[config.mk]
export PLATFORM = sky130hd
export DESIGN_NAME = max7219_spi_serializer
export DESIGN_NICKNAME = d
export VERILOG_FILES = /design/src/rtl/max7219_spi_serializer.sv
export SDC_FILE = /design/constraint.sdc
export NUM_CORES = 1
export LEC_CHECK = 0
export BUFFER_PORTS_ARGS = -buffer_cell sky130_fd_sc_hd__buf_2
export CAP_MARGIN = 20
export CORE_MARGIN = 1.5
export CORE_UTILIZATION = 49
export DETAILED_ROUTE_END_ITERATION = 7
export PLACE_DENSITY = 0.73
export SYNTH_ARGS = -nofsm -noshare
export SYNTH_HDL_FRONTEND = slang
export SYNTH_SLANG_ARGS = --single-unit
[constraint.sdc]
create_clock -name clock -period 1.7 [get_ports clock]
set_clock_uncertainty 0.1 [all_clocks]
set_input_delay 0.17 -clock clock [delete_from_list [all_inputs] [get_ports clock]]
set_output_delay 0.17 -clock clock [all_outputs]
set_load 0.02 [all_outputs]
[src/rtl/max7219_spi_serializer.sv]
// ---------------------------------------------------------------------------
// MaX7219 serial output stage.
//
// Takes one 16-bit command word ({4'b0000, addr[3:0], data[7:0]}) per
// valid/ack handshake from the register-sequencing controller and shifts it
// MSB-first onto the MAX7219 three-wire interface. LOAD is held low while the
// bits go out and rises after the 16th bit so the device latches the word.
// The next word is only acknowledged once the LOAD-high period has finished.
//
// Parameters:
//   WORD_SIZE         bits per frame (the MAX7219 protocol requires 16)
//   CLOCK_DIVIDER     system clocks per spi_clk half-period (>= 1)
//   LOAD_HIGH_CYCLES  system clocks spi_load stays high after a frame (>= 1)
//
// Ports:
//   clock     in   system clock, rising-edge active
//   reset     in   asynchronous, active-high reset
//   in_data   in   command word from the upstream controller
//   in_valid  in   in_data is valid
//   in_ack    out  word taken this cycle (combinational, IDLE only)
//   spi_clk   out  MAX7219 CLK (device samples DIN on the rising edge)
//   spi_din   out  MAX7219 DIN
//   spi_load  out  MAX7219 LOAD/CS (low while shifting, rising edge latches)
// ---------------------------------------------------------------------------
module max7219_spi_serializer #(
  parameter int WORD_SIZE        = 16,
  parameter int CLOCK_DIVIDER    = 2,
  parameter int LOAD_HIGH_CYCLES = 2
) (
  input  logic                 clock,
  input  logic                 reset,
  input  logic [WORD_SIZE-1:0] in_data,
  input  logic                 in_valid,
  output logic                 in_ack,
  output logic                 spi_clk,
  output logic                 spi_din,
  output logic                 spi_load
);

  localparam int DIV_W  = (CLOCK_DIVIDER > 1) ? $clog2(CLOCK_DIVIDER) : 1;
  localparam int LOAD_W = (LOAD_HIGH_CYCLES > 1) ? $clog2(LOAD_HIGH_CYCLES) : 1;

  localparam logic [DIV_W-1:0]  DIV_LAST  = DIV_W'(CLOCK_DIVIDER - 1);
  localparam logic [LOAD_W-1:0] LOAD_LAST = LOAD_W'(LOAD_HIGH_CYCLES - 1);
  localparam logic [3:0]        BIT_LAST  = 4'(WORD_SIZE - 1);

  typedef enum logic [1:0] {
    IDLE,
    SHIFT,
    LATCH
  } stateType;

  stateType              r_state;
  logic [WORD_SIZE-1:0]  r_shift;
  logic [3:0]            r_bitCnt;
  logic [DIV_W-1:0]      r_divCnt;
  logic                  r_highPhase;
  logic [LOAD_W-1:0]     r_loadCnt;
  logic                  r_spiClk;
  logic                  r_spiLoad;

  stateType              w_stateNext;
  logic [WORD_SIZE-1:0]  w_shiftNext;
  logic [3:0]            w_bitCntNext;
  logic [DIV_W-1:0]      w_divCntNext;
  logic                  w_highPhaseNext;
  logic [LOAD_W-1:0]     w_loadCntNext;
  logic                  w_spiClkNext;
  logic                  w_spiLoadNext;

  // The handshake is only open in IDLE. Reset gates it so the upstream
  // controller never sees an ack while this block is being cleared.
  assign in_ack = (r_state == IDLE) && in_valid && !reset;

  // DIN is driven straight from the shift register MSB, so it is a flop
  // output and only moves when the register is loaded or shifted.
  assign spi_din  = r_shift[WORD_SIZE-1];
  assign spi_clk  = r_spiClk;
  assign spi_load = r_spiLoad;

  // Next-state and next-output logic. Every next value defaults to "hold"
  // so each state only has to spell out what it changes.
  // In SHIFT each bit is a low phase followed by a high phase, each
  // CLOCK_DIVIDER cycles long. The shift happens as spi_clk falls, which
  // gives DIN a full half-period of setup before the next rising edge.
  // The shift is skipped after the final bit so DIN keeps showing bit 0
  // through LATCH and IDLE instead of a shifted-in zero.
  always_comb begin
    w_stateNext     = r_state;
    w_shiftNext     = r_shift;
    w_bitCntNext    = r_bitCnt;
    w_divCntNext    = r_divCnt;
    w_highPhaseNext = r_highPhase;
    w_loadCntNext   = r_loadCnt;
    w_spiClkNext    = r_spiClk;
    w_spiLoadNext   = r_spiLoad;

    case (r_state)
      IDLE: begin
        if (in_valid) begin
          w_stateNext     = SHIFT;
          w_shiftNext     = in_data;
          w_bitCntNext    = '0;
          w_divCntNext    = '0;
          w_highPhaseNext = 1'b0;
          w_spiClkNext    = 1'b0;
          w_spiLoadNext   = 1'b0;
        end
      end

      SHIFT: begin
        if (r_divCnt != DIV_LAST) begin
          w_divCntNext = r_divCnt + 1'b1;
        end else begin
          w_divCntNext = '0;
          if (!r_highPhase) begin
            w_highPhaseNext = 1'b1;
            w_spiClkNext    = 1'b1;
          end else begin
            w_highPhaseNext = 1'b0;
            w_spiClkNext    = 1'b0;
            w_bitCntNext    = r_bitCnt + 4'd1;
            if (r_bitCnt == BIT_LAST) begin
              w_stateNext   = LATCH;
              w_spiLoadNext = 1'b1;
              w_loadCntNext = '0;
            end else begin
              w_shiftNext = {r_shift[WORD_SIZE-2:0], 1'b0};
            end
          end
        end
      end

      LATCH: begin
        if (r_loadCnt == LOAD_LAST) begin
          w_stateNext = IDLE;
        end else begin
          w_loadCntNext = r_loadCnt + 1'b1;
        end
      end

      default: begin
        w_stateNext   = IDLE;
        w_spiClkNext  = 1'b0;
        w_spiLoadNext = 1'b1;
      end
    endcase
  end

  // State and output registers. Reset puts the line into its idle shape
  // (LOAD high, CLK low, DIN low) immediately, even mid-frame; the partial
  // word the device latches then is overwritten by the upstream re-send.
  always_ff @(posedge clock or posedge reset) begin
    if (reset) begin
      r_state     <= IDLE;
      r_shift     <= '0;
      r_bitCnt    <= '0;
      r_divCnt    <= '0;
      r_highPhase <= 1'b0;
      r_loadCnt   <= '0;
      r_spiClk    <= 1'b0;
      r_spiLoad   <= 1'b1;
    end else begin
      r_state     <= w_stateNext;
      r_shift     <= w_shiftNext;
      r_bitCnt    <= w_bitCntNext;
      r_divCnt    <= w_divCntNext;
      r_highPhase <= w_highPhaseNext;
      r_loadCnt   <= w_loadCntNext;
      r_spiClk    <= w_spiClkNext;
      r_spiLoad   <= w_spiLoadNext;
    end
  end

endmodule

==> results of run 1 <==
==> cells in the final DEF, fill, tap and decap left out, types with 2 or more instances in the layout <==
master and count:
dfrtp_1 26, mux2_2 21, buf_2 21, buf_4 11
mux2_4 9, nand3_1 6, nand2_1 5, nor2_1 3
o21ai_0 3, clkbuf_4 3, a21oi_1 2, a21o_1 2
mux2i_1 2, a22o_1 2, inv_1 2, dlygate4sd3_1 2
==> logic make-up (layout without fill, tap and decap cells) <==
group / count (synthesis) / after routing / synth area share, %
and+or+nand+nor: 26 / 26 / 10.52
buffers and inverters: 9 / 42 / 3.832
adders and majority gates: 1 / 1 / 0.8911
DFF: 27 / 27 / 48.22
muxes: 32 / 32 / 27.90
AOI/OAI and AO/OA: 16 / 16 / 8.646
==> worst paths after layout <==
kind,cells past startpoint,startpoint,slack (ps),endpoint
worst max-delay path,4,r_state[1],-0.006,r_shift[6]
worst max register to register,4,r_state[1],-0.006,r_shift[6]
min in group asynchronous,4,reset,380,r_shift[11]
worst min-delay path,3,in_data[4],80,r_shift[4]
max in group asynchronous,4,reset,810,spi_load
worst min register to register,1,r_shift[3],430,r_shift[3]
==> worst max-delay path, delay by kind of cell (launching register included) <==
family | cells | cell delay (ps)
AOI/OAI and AO/OA | 1 | 150
buffers and inverters | 1 | 180
DFF | 1 | 420
muxes | 1 | 340
and+or+nand+nor | 1 | 420
==> power groups by stage <==
stage          Clock, µW  Sequential [µW]  Combinational (µW)
5_1_grt              326             1110                1570
2_1_floorplan          0             1090                1090
3_5_place_dp           0             1090                1440
4_1_cts              297             1080                1460
3_3_place_gp           0             1060                1370
6_report             290             1070                1450
==> per-stage QoR <==
| stage | TNS [ps] | power, µW | cells | area, µm² | utilization, % |
|---|---|---|---|---|---|
| after global placement | 0 | 2440 | 169 | 1618 | 59.18 |
| after CTS | -6.135 | 2832 | 175 | 1673 | 61.19 |
| after detailed placement | -84.74 | 2530 | 169 | 1618 | 59.18 |
| after global routing | -345.2 | 3013 | 175 | 1694 | 61.97 |
| final | -0.006439 | 2816 | 175 | 1694 | 61.97 |
| after floorplan | -1297 | 2183 | 111 | 1423 | - |
==> metal layers <==
| metal | part of all wire [%] | vias to the layer above | track usage, % |
|---|---|---|---|
| met5 | 0 | - | 0 |
| met2 | 53 | 21 | 30.56 |
| met1 | 41 | 480 | 21.14 |
| met3 | 3.6 | 6 | 2.535 |
| li1 | - | 469 | - |
| met4 | 2.4 | 0 | 10.20 |
==> state kept, by name, indices dropped and copies added, names as in the netlist <==
signal,flops
r_divCnt,1
r_shift,16
r_state,2
spi_load,1
spi_clk,1
r_highPhase,1
r_loadCnt,1
r_bitCnt,4
==> area by class of cell <==
type	count	share of cell area (%)
flip-flops and latches	27	39.96
multi-input cells	75	41.43
inverters	2	0.4431
clock inverters	1	0.4431
repair buffers	36	14.11
well taps	31	2.290
clock buffers	3	1.329
==> repair_timing <==
| action | in CTS | in global routing |
|---|---|---|
| buffers inserted | 0 | 0 |
| setup endpoints to repair | 6 | 15 |
| hold buffers | 2 | 0 |
| endpoints found under the hold margin | 27 | 0 |
| gates resized for setup | 2 | 6 |
==> metrics.yaml, run 1 <==
outcome:
  status: "finished with violations"
  violations: "negative setup slack"
drt:
  dr.pass1.iters: 4
  wl_um: 2614
  via_count: 976
  drcViolationCount: 0
  via_per_inst: 5.577
  postRouteAntennaNets: 0
  initialDrtViolationCount: 25
  post_drt_wl_per_cell_um: 14.94
clock_network:
  clkLatencyLatePin_ps: 320
  cts_root_buf: "clkbuf_4"
  clkSinkCount: 27
  cts_inserted_buffers: 3
  path_clk_slew_ps: 160
  cts_max_level: 1
  cts.path.max_buffers: 2
  cts_tree: "done"
global_routing:
  grt_use_total_pct: 17.83
  antenna_found_initial: 0
  grt_pass1_wl_um: 4388
  grt_overflow: 0
  grt_max_degree: 28
  grt_pass1_vias: 986
sta:
  drv_slew: 0
  fin_crit_sh_pct: 100.0
  worst_hold_slack_ps: 75.19
  worst_pin_slew_ps: 343.1
  hold_viol: 0
  slew_headroom_pct: 77.12
  fmax_ghz: 0.5882
  setup_viol: 1
  period_needed_ps: 1700
  rsz0062_at_grt: "true"
  worst_slack_ps: -0.006439
power_and_ir_drop:
  p_sw_share_pct: 34.05
  seq_power_share_pct: 38.2
  power.switching_uw: 958.8
  powerDensity_mw_per_mm2: 1662
  p_int_uw: 1857
  p_comb_share_pct: 51.5
  p_leak_uw: 0.0008156
  ir_drop_uv: 983.2
  clkPwrFrac_pct: 10.3
floorplan:
  io_pins: 23
  start_util_pct: 51.35
  fp.dieW_um: 56.53
  floorplan.die.height_um: 56.53
  coreArea_mm2: 0.002734
  dieArea_mm2: 0.003195
  rows: 19
yosys:
  synth.net_count: 131
  syn_area_per_cell_um2: 12.65
  ys_warn_count: 0
  synth.cells.most_frequent: "dfrtp_1 (26), mux2_2 (21), mux2_4 (9)"
  ys_types: 33
  ys_ff_latch: 27
  yosysMostFrequentCell: "dfrtp_1"
  syn-cell-area_mm2: 0.001404
  synth_seq_area_share_pct: 48.22
  synth.largest_area_cell: "dfrtp_1"
  synth_ff_type: "dfrtp_1"
  synth_top_area_share_pct: 46.35
  syn_inst: 111
  synthArstFlopShare_pct: 100.0
  synth-edff-count: 0
  synth_area_leaders: "dfrtp_1 (46%), mux2_2 (17%), mux2_4 (9.6%)"
critical_path:
  start_kind: "register"
  crit_path_cell_trace: "or3b_4, a21oi_4, buf_12, mux2_2"
  critPathRequiredTime_ps: 1840
  cpMaxStageDelayCell: "dfrtp_1"
  crit_arrival_ps: 1840
  critPathKind: "reg -> reg"
  endpoint_kind: "register"
  crit_path_max_incr_delay_ps: 420
  path_max_fanout: 16
final_layout:
  diodes: 0
  fillers: 219
  area_growth_pct: 20.68
  multi_input_area_um2: 701.9
  nNetsFinal: 165
  drive_above_1_share_pct: 53.47
  regArea_um2: 676.9
placed_design:
  portBuffers: 22
  globalplace.congestion: 0.7646
  pre_cts_slack_ps: -19.26
  dp_hpwl_um: 1917
min_path:
  hold_class: "in -> reg"
flow_run:
  maxCapViolations: 0
Note: power is estimated with default switching activity, not from simulation.
==> inputs of run 2 (changes only) <==
--- a/config.mk
+++ b/config.mk
@@ -7,10 +7,12 @@
 export LEC_CHECK = 0
 export BUFFER_PORTS_ARGS = -buffer_cell sky130_fd_sc_hd__buf_2
 export CAP_MARGIN = 20
+export CORE_ASPECT_RATIO = 1.5
 export CORE_MARGIN = 1.5
 export CORE_UTILIZATION = 49
 export DETAILED_ROUTE_END_ITERATION = 7
 export PLACE_DENSITY = 0.73
+export RECOVER_POWER = 25
 export SYNTH_ARGS = -nofsm -noshare
 export SYNTH_HDL_FRONTEND = slang
 export SYNTH_SLANG_ARGS = --single-unit
==> run 2 against run 1 <==
- the flow still finishes with violations (negative setup slack)
- combinational power increased by 9%
- clock power is 28% higher
- core utilization is 2.1 points higher
- final cell count up 4.6%
- power grew 8.0%
- worst setup slack got worse by 1.6 ps
- register-to-register slack about the same
- count of clock-buffer cells in the layout rose by 1
- via count is 4.4% higher
- flip-flop and latch count is the same
- largest power group unchanged
==> metrics.yaml, run 2 (synthesized netlist as in run 1, its figures left out) <==
global_routing:
  grt_use_total_pct: 21.11  # +3.3 points
  grt_pass1_wl_um: 4767  # +8.6%
  antenna_found_initial: 0  # unchanged
  grt_overflow: 0  # unchanged
  grt_pass1_vias: 1050  # +6.5%
  grt_max_degree: 28  # unchanged
clock_network:
  cts_max_level: 1  # unchanged
  cts_root_buf: "clkbuf_8"
  path_clk_slew_ps: 90  # -70 ps
  cts_tree: "done"
  clkSinkCount: 27  # unchanged
  cts_inserted_buffers: 3  # unchanged
  cts.path.max_buffers: 2  # unchanged
  clkLatencyLatePin_ps: 270  # -50 ps
drt:
  initialDrtViolationCount: 16  # -36%
  post_drt_wl_per_cell_um: 16.07  # +7.6%
  dr.pass1.iters: 4  # unchanged
  wl_um: 2941  # +13%
  via_per_inst: 5.568  # -0.16%
  drcViolationCount: 0  # unchanged
  postRouteAntennaNets: 0  # unchanged
  via_count: 1019  # +4.4%
power_and_ir_drop:
  power.switching_uw: 1027  # +7.1%
  p_comb_share_pct: 52.1  # +0.6 points
  powerDensity_mw_per_mm2: 1755  # +5.6%
  clkPwrFrac_pct: 12.2  # +1.9 points
  p_int_uw: 2014  # +8.4%
  p_sw_share_pct: 33.78  # -0.27 points
  seq_power_share_pct: 35.7  # -2.5 points
  ir_drop_uv: 1125  # +14%
  p_leak_uw: 0.0008445  # +3.5%
sta:
  drv_slew: 0  # unchanged
  worst_slack_ps: -1.639  # -1.632 ps
  fmax_ghz: 0.5877  # about the same
  slew_headroom_pct: 55.42  # -22 points
  period_needed_ps: 1702  # +1.632 ps
  rsz0062_at_grt: "true"
  fin_crit_sh_pct: 100.1  # about the same
  worst_hold_slack_ps: 65.55  # -9.649 ps
  setup_viol: 6  # +5
  hold_viol: 0  # unchanged
  worst_pin_slew_ps: 668.7  # +325.5 ps
placed_design:
  dp_hpwl_um: 1910  # -0.38%
  portBuffers: 22  # unchanged
  globalplace.congestion: 0.8372  # +9.5%
  pre_cts_slack_ps: -62.88  # -43.62 ps
final_layout:
  top_register: "r_shift"
  drive_above_1_share_pct: 53.42  # about the same
  diodes: 0  # unchanged
  layout_commonest_cell: "dfrtp_1"
  largestRegisters: "r_shift: 16 flops, r_bitCnt: 4 flops, r_state: 2 flops"
  fillers: 240  # +9.6%
  area_growth_pct: 23.44
  final_cell_mix: "dfrtp_1 (26), mux2_2 (20), buf_2 (20)"
  nNetsFinal: 167  # +1.2%
  largest_reg_flops: 16  # unchanged
critical_path:
  critPathRequiredTime_ps: 1770  # -70 ps
  crit_arrival_ps: 1770  # -70 ps
  path_max_fanout: 9  # -7
  endpoint_kind: "register"
  r2r_start: "r_state[1]"
  ff2ff_setup_slack_ps: -2  # about the same
  crit_end: "r_shift[2]"
  start_kind: "register"
  critPathKind: "reg -> reg"
  worstSetupStartpoint: "r_state[1]"
  rr_endpoint: "r_shift[2]"
  rr_worst_depth: 4  # unchanged
outcome:
  violations: "negative setup slack"
  status: "finished with violations"
floorplan:
  io_pins: 23  # unchanged
  start_util_pct: 51.90  # +0.55 points
  coreArea_mm2: 0.002705  # -1.1%
  fp.dieW_um: 46.71  # -17%
  floorplan.die.height_um: 68.56  # +21%
  rows: 23  # +4
  dieArea_mm2: 0.003202  # +0.21%
min_path:
  min_from: "in_data[0]"
  hold_class: "in -> reg"
flow_run:
  maxCapViolations: 0  # unchanged
==> run 2: changes by cell type in the layout (fill, tap and decap cells not counted), moves of 2 or more <==
| cell | before | now |
|---|---|---|
| clkbuf_4 | 3 | 0 |
| clkbuf_8 | 0 | 3 |
| clkbuf_1 | 0 | 2 |
| nand2b_1 | 1 | 3 |
==> run 2: worst max-delay path: stages, from the launching register on <==
cell and delay [ps]:
dfrtp_1 390, or3b_4 420, a21oi_4 190, buf_12 150, mux2_2 330
==> run 2: area by class of cell <==
class	instances	area, µm²	area share [%]
Tap cell	37	46.29	2.671
Inverter	2	7.507	0.4332
Timing Repair Buffer	38	251.5	14.51
Multi-Input combinational cell	75	705.7	40.72
Sequential cell	27	676.9	39.06
Clock buffer	4	45.04	2.599
==> run 2: per-layer routing <==
layer  track usage, %  routed length, µm
met1            26.92               1134
met2            34.90               1637
met3            3.646                118
met4            8.681                 50
met5                0                  0
==> run 2: per-stage QoR <==
stage	TNS, ps	instances	area, µm²	utilization (%)	power (µW)
floorplan	-1297	111	1423	-	2183
global placement	-23.15	175	1625	60.08	2477
detailed placement	-751.8	175	1625	60.08	2543
CTS	-375.1	183	1723	63.69	3007
global route	-792.4	183	1733	64.06	3221
finish	-6.593	183	1733	64.06	3041
==> run 2: worst min-delay path by stage <==
stage               slack (ps)  cells after the start          end
finish                      70                      3   r_shift[0]
global route                80                      3   r_shift[0]
CTS                         70                      3   r_shift[0]
detailed placement         160                      3  r_shift[10]
global placement           150                      3      spi_clk
floorplan                  120                      1  r_bitCnt[0]
==> run 2: timing repair <==
action                                  CTS  global route
cloned                                    1             0
hold endpoints to repair                 26             0
hold buffers                              1             0
setup buffers                             2             0
gates resized for setup                   7             4
endpoints found under the setup margin   15            17
pin swaps                                 1             1
==> run 2: power groups by stage <==
stage / Sequential (µW) / Combinational (µW) / Clock, µW
3_5_place_dp: 1090 / 1460 / 0
6_report: 1090 / 1580 / 370
4_1_cts: 1070 / 1560 / 370
5_1_grt: 1110 / 1720 / 390
3_3_place_gp: 1070 / 1410 / 0
2_1_floorplan: 1090 / 1090 / 0
